===== src/rtl/can_err_pkg.sv =====
// Shared types and constants for the CAN error-handling controller.
// Holds the confinement/FSM enums and the counter arithmetic limits.
package can_err_pkg;

  typedef enum logic [1:0] {
    ERR_ACTIVE  = 2'd0,
    ERR_PASSIVE = 2'd1,
    BUS_OFF     = 2'd2
  } node_state_t;

  typedef enum logic [2:0] {
    S_MONITOR,
    S_FLAG,
    S_WAIT_REC,
    S_DELIM,
    S_BUSOFF
  } fault_fsm_t;

  localparam int TEC_ERR_INC  = 8;
  localparam int REC_ERR_INC  = 1;
  localparam int REC_WAIT_INC = 8;
  localparam int PASSIVE_LIM  = 127;
  localparam int BUSOFF_LIM   = 256;
  localparam int REC_RESTORE  = 120;
  localparam int RECOVERY_RUN = 11;

  // Detector flags are active-low; any zero is an error event.
  function automatic logic any_error(input logic [4:0] flags_n);
    return ~&flags_n;
  endfunction

endpackage


===== src/rtl/can_err_counters.sv =====
// TEC/REC registers with saturation, increment/decrement/restore arithmetic,
// and derivation of the fault-confinement state.
module can_err_counters
  import can_err_pkg::*;
(
  input  logic        clock,
  input  logic        reset,
  input  logic        sp,
  input  logic        err_inc,
  input  logic        wait_inc,
  input  logic        ok_dec,
  input  logic        tx_role,
  input  logic        recover,
  output logic [8:0]  tec,
  output logic [7:0]  rec,
  output node_state_t node_state,
  output node_state_t node_nxt,
  output logic        busoff_nxt
);

  logic [8:0] tec_nxt;
  logic [7:0] rec_nxt;
  logic [9:0] tec_sum;
  logic [8:0] rec_sum;

  always_comb begin
    tec_nxt = tec;
    rec_nxt = rec;
    tec_sum = {1'b0, tec} + 10'(TEC_ERR_INC);
    rec_sum = {1'b0, rec} + (wait_inc ? 9'(REC_WAIT_INC) : 9'(REC_ERR_INC));
    if (sp) begin
      if (recover) begin
        tec_nxt = '0;
        rec_nxt = '0;
      end else if (err_inc || wait_inc) begin
        if (tx_role)
          tec_nxt = (tec_sum > 10'(BUSOFF_LIM)) ? 9'(BUSOFF_LIM) : tec_sum[8:0];
        else
          rec_nxt = rec_sum[8] ? 8'hff : rec_sum[7:0];
      end else if (ok_dec) begin
        if (tx_role) begin
          if (tec != '0)
            tec_nxt = tec - 9'd1;
        end else if (rec > 8'(PASSIVE_LIM)) begin
          rec_nxt = 8'(REC_RESTORE);
        end else if (rec != '0) begin
          rec_nxt = rec - 8'd1;
        end
      end
    end
  end

  // Bus-off is sticky: only a completed recovery releases it.
  always_comb begin
    node_nxt = node_state;
    if (sp) begin
      if (recover)
        node_nxt = ERR_ACTIVE;
      else if (node_state == BUS_OFF || tec_nxt >= 9'(BUSOFF_LIM))
        node_nxt = BUS_OFF;
      else if (tec_nxt > 9'(PASSIVE_LIM) || rec_nxt > 8'(PASSIVE_LIM))
        node_nxt = ERR_PASSIVE;
      else
        node_nxt = ERR_ACTIVE;
    end
  end

  assign busoff_nxt = (node_nxt == BUS_OFF);

  always_ff @(posedge clock) begin
    if (!reset) begin
      tec        <= '0;
      rec        <= '0;
      node_state <= ERR_ACTIVE;
    end else begin
      tec        <= tec_nxt;
      rec        <= rec_nxt;
      node_state <= node_nxt;
    end
  end

endmodule


===== src/rtl/can_fault_ctrl.sv =====
// CAN error-frame sequencer and bus-off recovery controller; the TEC/REC
// arithmetic and confinement state live in can_err_counters.
//
// state      | meaning
// S_MONITOR  | normal decoding, watching detector flags and FRAME_OK
// S_FLAG     | driving the error flag (dominant if active, recessive if passive)
// S_WAIT_REC | waiting for the first recessive bit after the flag
// S_DELIM    | counting recessive delimiter bits
// S_BUSOFF   | counting 11-bit recessive sequences until recovery
module can_fault_ctrl
  import can_err_pkg::*;
#(
  parameter int FLAG_LEN     = 6,
  parameter int DELIM_LEN    = 8,
  parameter int RECOVERY_SEQ = 128
) (
  input  logic       clock,
  input  logic       reset,
  input  logic       SP,
  input  logic       RX_BIT,
  input  logic       TX_ROLE,
  input  logic       STF_E,
  input  logic       CRC_E,
  input  logic       FRM_E,
  input  logic       ACK_E,
  input  logic       BIT_E,
  input  logic       FRAME_OK,
  output logic       TX_BIT,
  output logic       ERROR,
  output logic [1:0] NODE_STATE,
  output logic [8:0] TEC,
  output logic [7:0] REC
);

  localparam int MAX_LEN = (FLAG_LEN > DELIM_LEN) ? FLAG_LEN : DELIM_LEN;
  localparam int CW      = $clog2(MAX_LEN + 1);
  localparam int SW      = $clog2(RECOVERY_SEQ + 1);
  localparam int RW      = $clog2(RECOVERY_RUN + 1);

  fault_fsm_t    state, state_nxt;
  logic [CW-1:0] bit_cnt, bit_nxt;
  logic [2:0]    dom_cnt, dom_nxt;
  logic [RW-1:0] run_cnt, run_nxt;
  logic [SW-1:0] seq_cnt, seq_nxt;
  logic          tx_nxt, err_nxt;
  logic          detect, err_inc, wait_inc, ok_dec, recover;
  node_state_t   node_state, node_nxt;
  logic          busoff_nxt;

  assign detect   = any_error({STF_E, CRC_E, FRM_E, ACK_E, BIT_E});
  assign err_inc  = SP && ((state == S_MONITOR && detect) ||
                           (state == S_DELIM && !RX_BIT));
  assign wait_inc = SP && state == S_WAIT_REC && !RX_BIT && dom_cnt == 3'd7;
  assign ok_dec   = SP && state == S_MONITOR && !detect && FRAME_OK;
  assign recover  = SP && state == S_BUSOFF && RX_BIT &&
                    run_cnt == RW'(RECOVERY_RUN - 1) &&
                    seq_cnt == SW'(RECOVERY_SEQ - 1);

  can_err_counters u_counters (
    .clock      (clock),
    .reset      (reset),
    .sp         (SP),
    .err_inc    (err_inc),
    .wait_inc   (wait_inc),
    .ok_dec     (ok_dec),
    .tx_role    (TX_ROLE),
    .recover    (recover),
    .tec        (TEC),
    .rec        (REC),
    .node_state (node_state),
    .node_nxt   (node_nxt),
    .busoff_nxt (busoff_nxt)
  );

  assign NODE_STATE = node_state;

  always_comb begin
    state_nxt = state;
    bit_nxt   = bit_cnt;
    dom_nxt   = dom_cnt;
    run_nxt   = run_cnt;
    seq_nxt   = seq_cnt;
    tx_nxt    = TX_BIT;
    err_nxt   = ERROR;
    if (SP) begin
      case (state)
        S_MONITOR: begin
          tx_nxt  = 1'b1;
          err_nxt = 1'b1;
          if (detect) begin
            state_nxt = S_FLAG;
            bit_nxt   = '0;
            tx_nxt    = (node_nxt != ERR_ACTIVE);
            err_nxt   = 1'b0;
          end
        end
        S_FLAG: begin
          if (bit_cnt == CW'(FLAG_LEN - 1)) begin
            state_nxt = S_WAIT_REC;
            bit_nxt   = '0;
            dom_nxt   = '0;
            tx_nxt    = 1'b1;
          end else begin
            bit_nxt = bit_cnt + CW'(1);
            tx_nxt  = (node_state != ERR_ACTIVE);
          end
        end
        S_WAIT_REC: begin
          tx_nxt = 1'b1;
          if (RX_BIT) begin
            state_nxt = S_DELIM;
            bit_nxt   = CW'(1);
          end else begin
            dom_nxt = dom_cnt + 3'd1;
          end
        end
        S_DELIM: begin
          tx_nxt = 1'b1;
          if (!RX_BIT) begin
            state_nxt = S_FLAG;
            bit_nxt   = '0;
            tx_nxt    = (node_nxt != ERR_ACTIVE);
          end else if (bit_cnt == CW'(DELIM_LEN - 1)) begin
            state_nxt = S_MONITOR;
            bit_nxt   = '0;
            err_nxt   = 1'b1;
          end else begin
            bit_nxt = bit_cnt + CW'(1);
          end
        end
        S_BUSOFF: begin
          tx_nxt  = 1'b1;
          err_nxt = 1'b0;
          if (!RX_BIT) begin
            run_nxt = '0;
          end else if (run_cnt == RW'(RECOVERY_RUN - 1)) begin
            run_nxt = '0;
            if (seq_cnt == SW'(RECOVERY_SEQ - 1)) begin
              seq_nxt   = '0;
              state_nxt = S_MONITOR;
              err_nxt   = 1'b1;
            end else begin
              seq_nxt = seq_cnt + SW'(1);
            end
          end else begin
            run_nxt = run_cnt + RW'(1);
          end
        end
        default: state_nxt = S_MONITOR;
      endcase

      // Reaching the TEC limit preempts whatever the frame sequencer chose.
      if (state != S_BUSOFF && busoff_nxt) begin
        state_nxt = S_BUSOFF;
        tx_nxt    = 1'b1;
        err_nxt   = 1'b0;
        bit_nxt   = '0;
        dom_nxt   = '0;
        run_nxt   = '0;
        seq_nxt   = '0;
      end
    end
  end

  always_ff @(posedge clock) begin
    if (!reset) begin
      state   <= S_MONITOR;
      bit_cnt <= '0;
      dom_cnt <= '0;
      run_cnt <= '0;
      seq_cnt <= '0;
      TX_BIT  <= 1'b1;
      ERROR   <= 1'b1;
    end else begin
      state   <= state_nxt;
      bit_cnt <= bit_nxt;
      dom_cnt <= dom_nxt;
      run_cnt <= run_nxt;
      seq_cnt <= seq_nxt;
      TX_BIT  <= tx_nxt;
      ERROR   <= err_nxt;
    end
  end

endmodule


===== config.mk =====
export PLATFORM = sky130hd
export DESIGN_NAME = can_fault_ctrl
export DESIGN_NICKNAME = d
export VERILOG_FILES = /design/src/rtl/can_err_pkg.sv /design/src/rtl/can_err_counters.sv /design/src/rtl/can_fault_ctrl.sv
export SDC_FILE = /design/constraint.sdc
export NUM_CORES = 1
export LEC_CHECK = 0
export ABC_AREA = 0
export BUFFER_PORTS_ARGS = -buffer_cell sky130_fd_sc_hd__buf_2
export CAP_MARGIN = 20
export CORE_MARGIN = 1
export CORE_UTILIZATION = 50
export CTS_CLUSTER_SIZE = 30
export DETAILED_ROUTE_END_ITERATION = 16
export PLACE_DENSITY = 0.66
export REMOVE_ABC_BUFFERS = 1
export SETUP_SLACK_MARGIN = 0.5
export SLEW_MARGIN = 25
export SYNTH_ARGS = -nofsm -noshare
export SYNTH_HDL_FRONTEND = slang
export SYNTH_SLANG_ARGS = --single-unit

===== constraint.sdc =====
create_clock -name clock -period 6.5 [get_ports clock]
set_input_delay 1.3 -clock clock [delete_from_list [all_inputs] [get_ports clock]]
set_output_delay 1.3 -clock clock [all_outputs]
set_load 0.005 [all_outputs]

==> metrics.cfg <==
[run_status]
outcome = finished, final reports clean

[clock_tree]
clockRootBuffer = clkbuf_8
htree_num_levels = 2
cts_buffer_depth = 2
post_cts_buffers = 0
cts_tree = done
clkSinkCount = 43
path_clk_slew_ns = 0.08
postCtsHoldBufs = 0
clk_latency_ns = 0.31
cts_resized = 0
numCtsBuffers = 5

[place]
dpl.hpwl_mm = 6.98
place_congestion = 0.935
placedCellCount = 574
place_ws_ns = 1.85
io_buffer_count = 31

[worst_setup_path]
cp_slowest_cell = nor4_2
crit_path_start_kind = input pin
r2r_cells = 7
cp_data_arrival_time_ns = 4.27
path_delay_family = simple AND/OR/NAND/NOR gates
cp_max_fo = 22
crit_path_end_kind = flip-flop
r2r-start = state[2]
crit_chain = buf_2 > inv_1 > nor4_2 > nor4_4 > a211oi_1 > a2111oi_0 > mux2i_1 > nor2_1
cpPeakStageDelay_ns = 0.81
required_ns = 6.67
r2r_end = bit_cnt[0]
path_class = in -> reg
path_buf_inv = 2
ff2ff_setup_slack_ns = 3.13

[min_path]
hold_path_class = reg -> reg
whs_endpoint = dom_cnt[2]
hp-start = dom_cnt[2]
hold_depth = 2

[timing]
maxSlewHeadroom_pct = 39.5
layout_setup_ws_ns = 2.39
min_period_ns = 4.11
tns_ns = 0
clock_skew_ns = 0.0105
rsz0062_at_grt = no
tightestPinTransition_ns = 0.898
clock.fmax_ghz = 0.244
finalHoldViolations = 0
min_period_over_period_pct = 63.2
setup_violations = 0
holdWs_ns = 0.474
final_max_slew_viol_count = 0

[synth]
avgSynthCellArea_um2 = 7.55
synth-xor-area-share_pct = 0.241
synth_fa_ha_area_share_pct = 5.17
synth.mux.area_fraction_pct = 2.27
ys.flop_type = dfxtp_1
synthArstFlopShare_pct = 0
synth_cell_types = 75
yosys.area_share.simple_pct = 31.9
ys_warn_count = 0
synth_top_family_by_area = simple AND/OR/NAND/NOR gates
synth_edf_count = 0
seq_area_frac_synth_pct = 23.7
syn_inst = 481
synth_area_um2 = 3630
ys_ff_latch = 43
synth_compound_area_share_pct = 31.2

[drt]
wl_met1_mm = 4.63
wl_met3_um = 478
ant_nets = 0
detail_route.wl_per_cell_um = 17.2
vias = 3784
post-route-drc-count = 0
top_layer = met4
routed-wl-met2_mm = 4.74
drt_first_pass_iters = 7
drt_iter0_drc = 207
avgViaCountPerCell = 6.50
finalWirelength_mm = 10.0

[floorplanning]
row_count = 30
core-area_um2 = 6910
die_area_um2 = 7610
die_x_um = 87.2
die_h_um = 87.2
initial_core_util_pct = 52.6
pin_count = 32

[finish]
fin_cells = 582
nNetsFinal = 511
final_cell_mix = 48 x nor2_1, 43 x dfxtp_1, 39 x nand2_1
layout_commonest_cell = nor2_1
nFillCells = 698
drive_gt1_share_pct = 14.6
syn_to_final_growth_pct = 7.23
final_core_util_pct = 56.4
antenna_cells = 0

[global_routing]
grt_max_degree = 31
grt_pass1_vias = 3219
grt_pass1_wl_mm = 16.4
grt_usage_pct = 27.0
antenna_found_initial = 0
grt_remaining_overflow = 0

[power_and_ir_drop]
p_leak_nw = 1.45
ir_drop_uv = 109
power.density_nw_per_um2 = 251

[job]
maxCapViolations = 0

area by class of cell:
| type | instances | area (um^2) | share of cell area, % |
|---|---|---|---|
| Sequential cell | 43 | 861 | 22.1 |
| Timing Repair Buffer | 32 | 163 | 4.18 |
| Inverter | 17 | 63.8 | 1.64 |
| Clock buffer | 8 | 100 | 2.57 |
| Multi-Input combinational cell | 386 | 2590 | 66.4 |
| Tap cell | 96 | 120 | 3.08 |
synth_stat cells (all sizes together) (4+ instances only):
| cell | n | area, um^2 |
|---|---|---|
| nand3 | 19 | 95.1 |
| dfxtp | 43 | 861 |
| or2 | 6 | 37.5 |
| nor4 | 10 | 111 |
| nand4b | 6 | 52.6 |
| a21oi | 32 | 164 |
| buf | 5 | 25.0 |
| o41ai | 4 | 53.8 |
| inv | 17 | 63.8 |
| o22ai | 6 | 37.5 |
| nor2b | 4 | 25.0 |
| a31oi | 10 | 75.1 |
| a211o | 5 | 43.8 |
| o311a | 4 | 40.0 |
| ha | 15 | 188 |
| nand2b | 13 | 81.3 |
| nand3b | 7 | 52.6 |
| a211oi | 9 | 72.6 |
| a2111oi | 5 | 75.1 |
| or4 | 8 | 60.1 |
| a22oi | 4 | 30.0 |
| mux2i | 6 | 60.1 |
| nor2 | 49 | 186 |
| nand4 | 8 | 50.1 |
| clkbuf | 30 | 113 |
| nand2 | 39 | 146 |
| nor3 | 17 | 85.1 |
| o31ai | 6 | 45.0 |
| o21ai | 32 | 160 |
| and3 | 6 | 37.5 |
logic make-up after synthesis:
family                     count (synthesis)
DFF                                       43
and+or+nand+nor                          209
muxes                                      8
buffers and inverters                     52
AOI/OAI and AO/OA                        153
xor gates and xnor gates                   1
adders and majority gates                 15
worst register-to-register path, stage by stage (launching register included):
cell and delay (ns):
dfxtp_1 0.72, or3b_2 0.63, o41ai_4 0.62, a21boi_0 0.31, a211oi_1 0.18, a2111oi_0 0.58, mux2i_1 0.16, nor2_1 0.10
sequential cells by signal (all words and copies together), names as in the netlist:
register               count
bit_cnt                    4
state                      3
ERROR                      1
run_cnt                    4
TX_BIT                     1
seq_cnt                    8
dom_cnt                    3
u_counters.node_state      2
u_counters.tec             9
u_counters.rec             8
per-stage QoR:
step	instance area (um^2)	total power [mW]
2_1_floorplan	3490	0.652
3_3_place_gp	3780	0.772
3_5_place_dp	3780	0.777
4_1_cts	3880	0.975
5_1_grt	3890	1.05
6_report	3890	0.979
power breakdown:
part	switching, mW	internal, mW
sequential	0.0623	0.291
clock	0.0998	0.0972
combinational	0.264	0.166
total	0.426	0.554
worst max path at each step:
stage / from / cells past startpoint / endpoint / slack [ns]
finish: SP / 8 / bit_cnt[0] / 2.39
floorplan: SP / 7 / dom_cnt[0] / 2.78
global placement: SP / 8 / dom_cnt[0] / 1.93
CTS: SP / 8 / dom_cnt[1] / 2.16
detailed placement: SP / 8 / dom_cnt[1] / 1.85
global route: SP / 8 / dom_cnt[1] / 2.17
metal layers:
metal	vias to the layer above	GRT usage, %
li1	1838	-
met1	1817	37.4
met2	114	43.7
met3	15	3.89
met4	0	7.30
met5	-	0
Note: power is estimated with default switching activity, not from simulation.
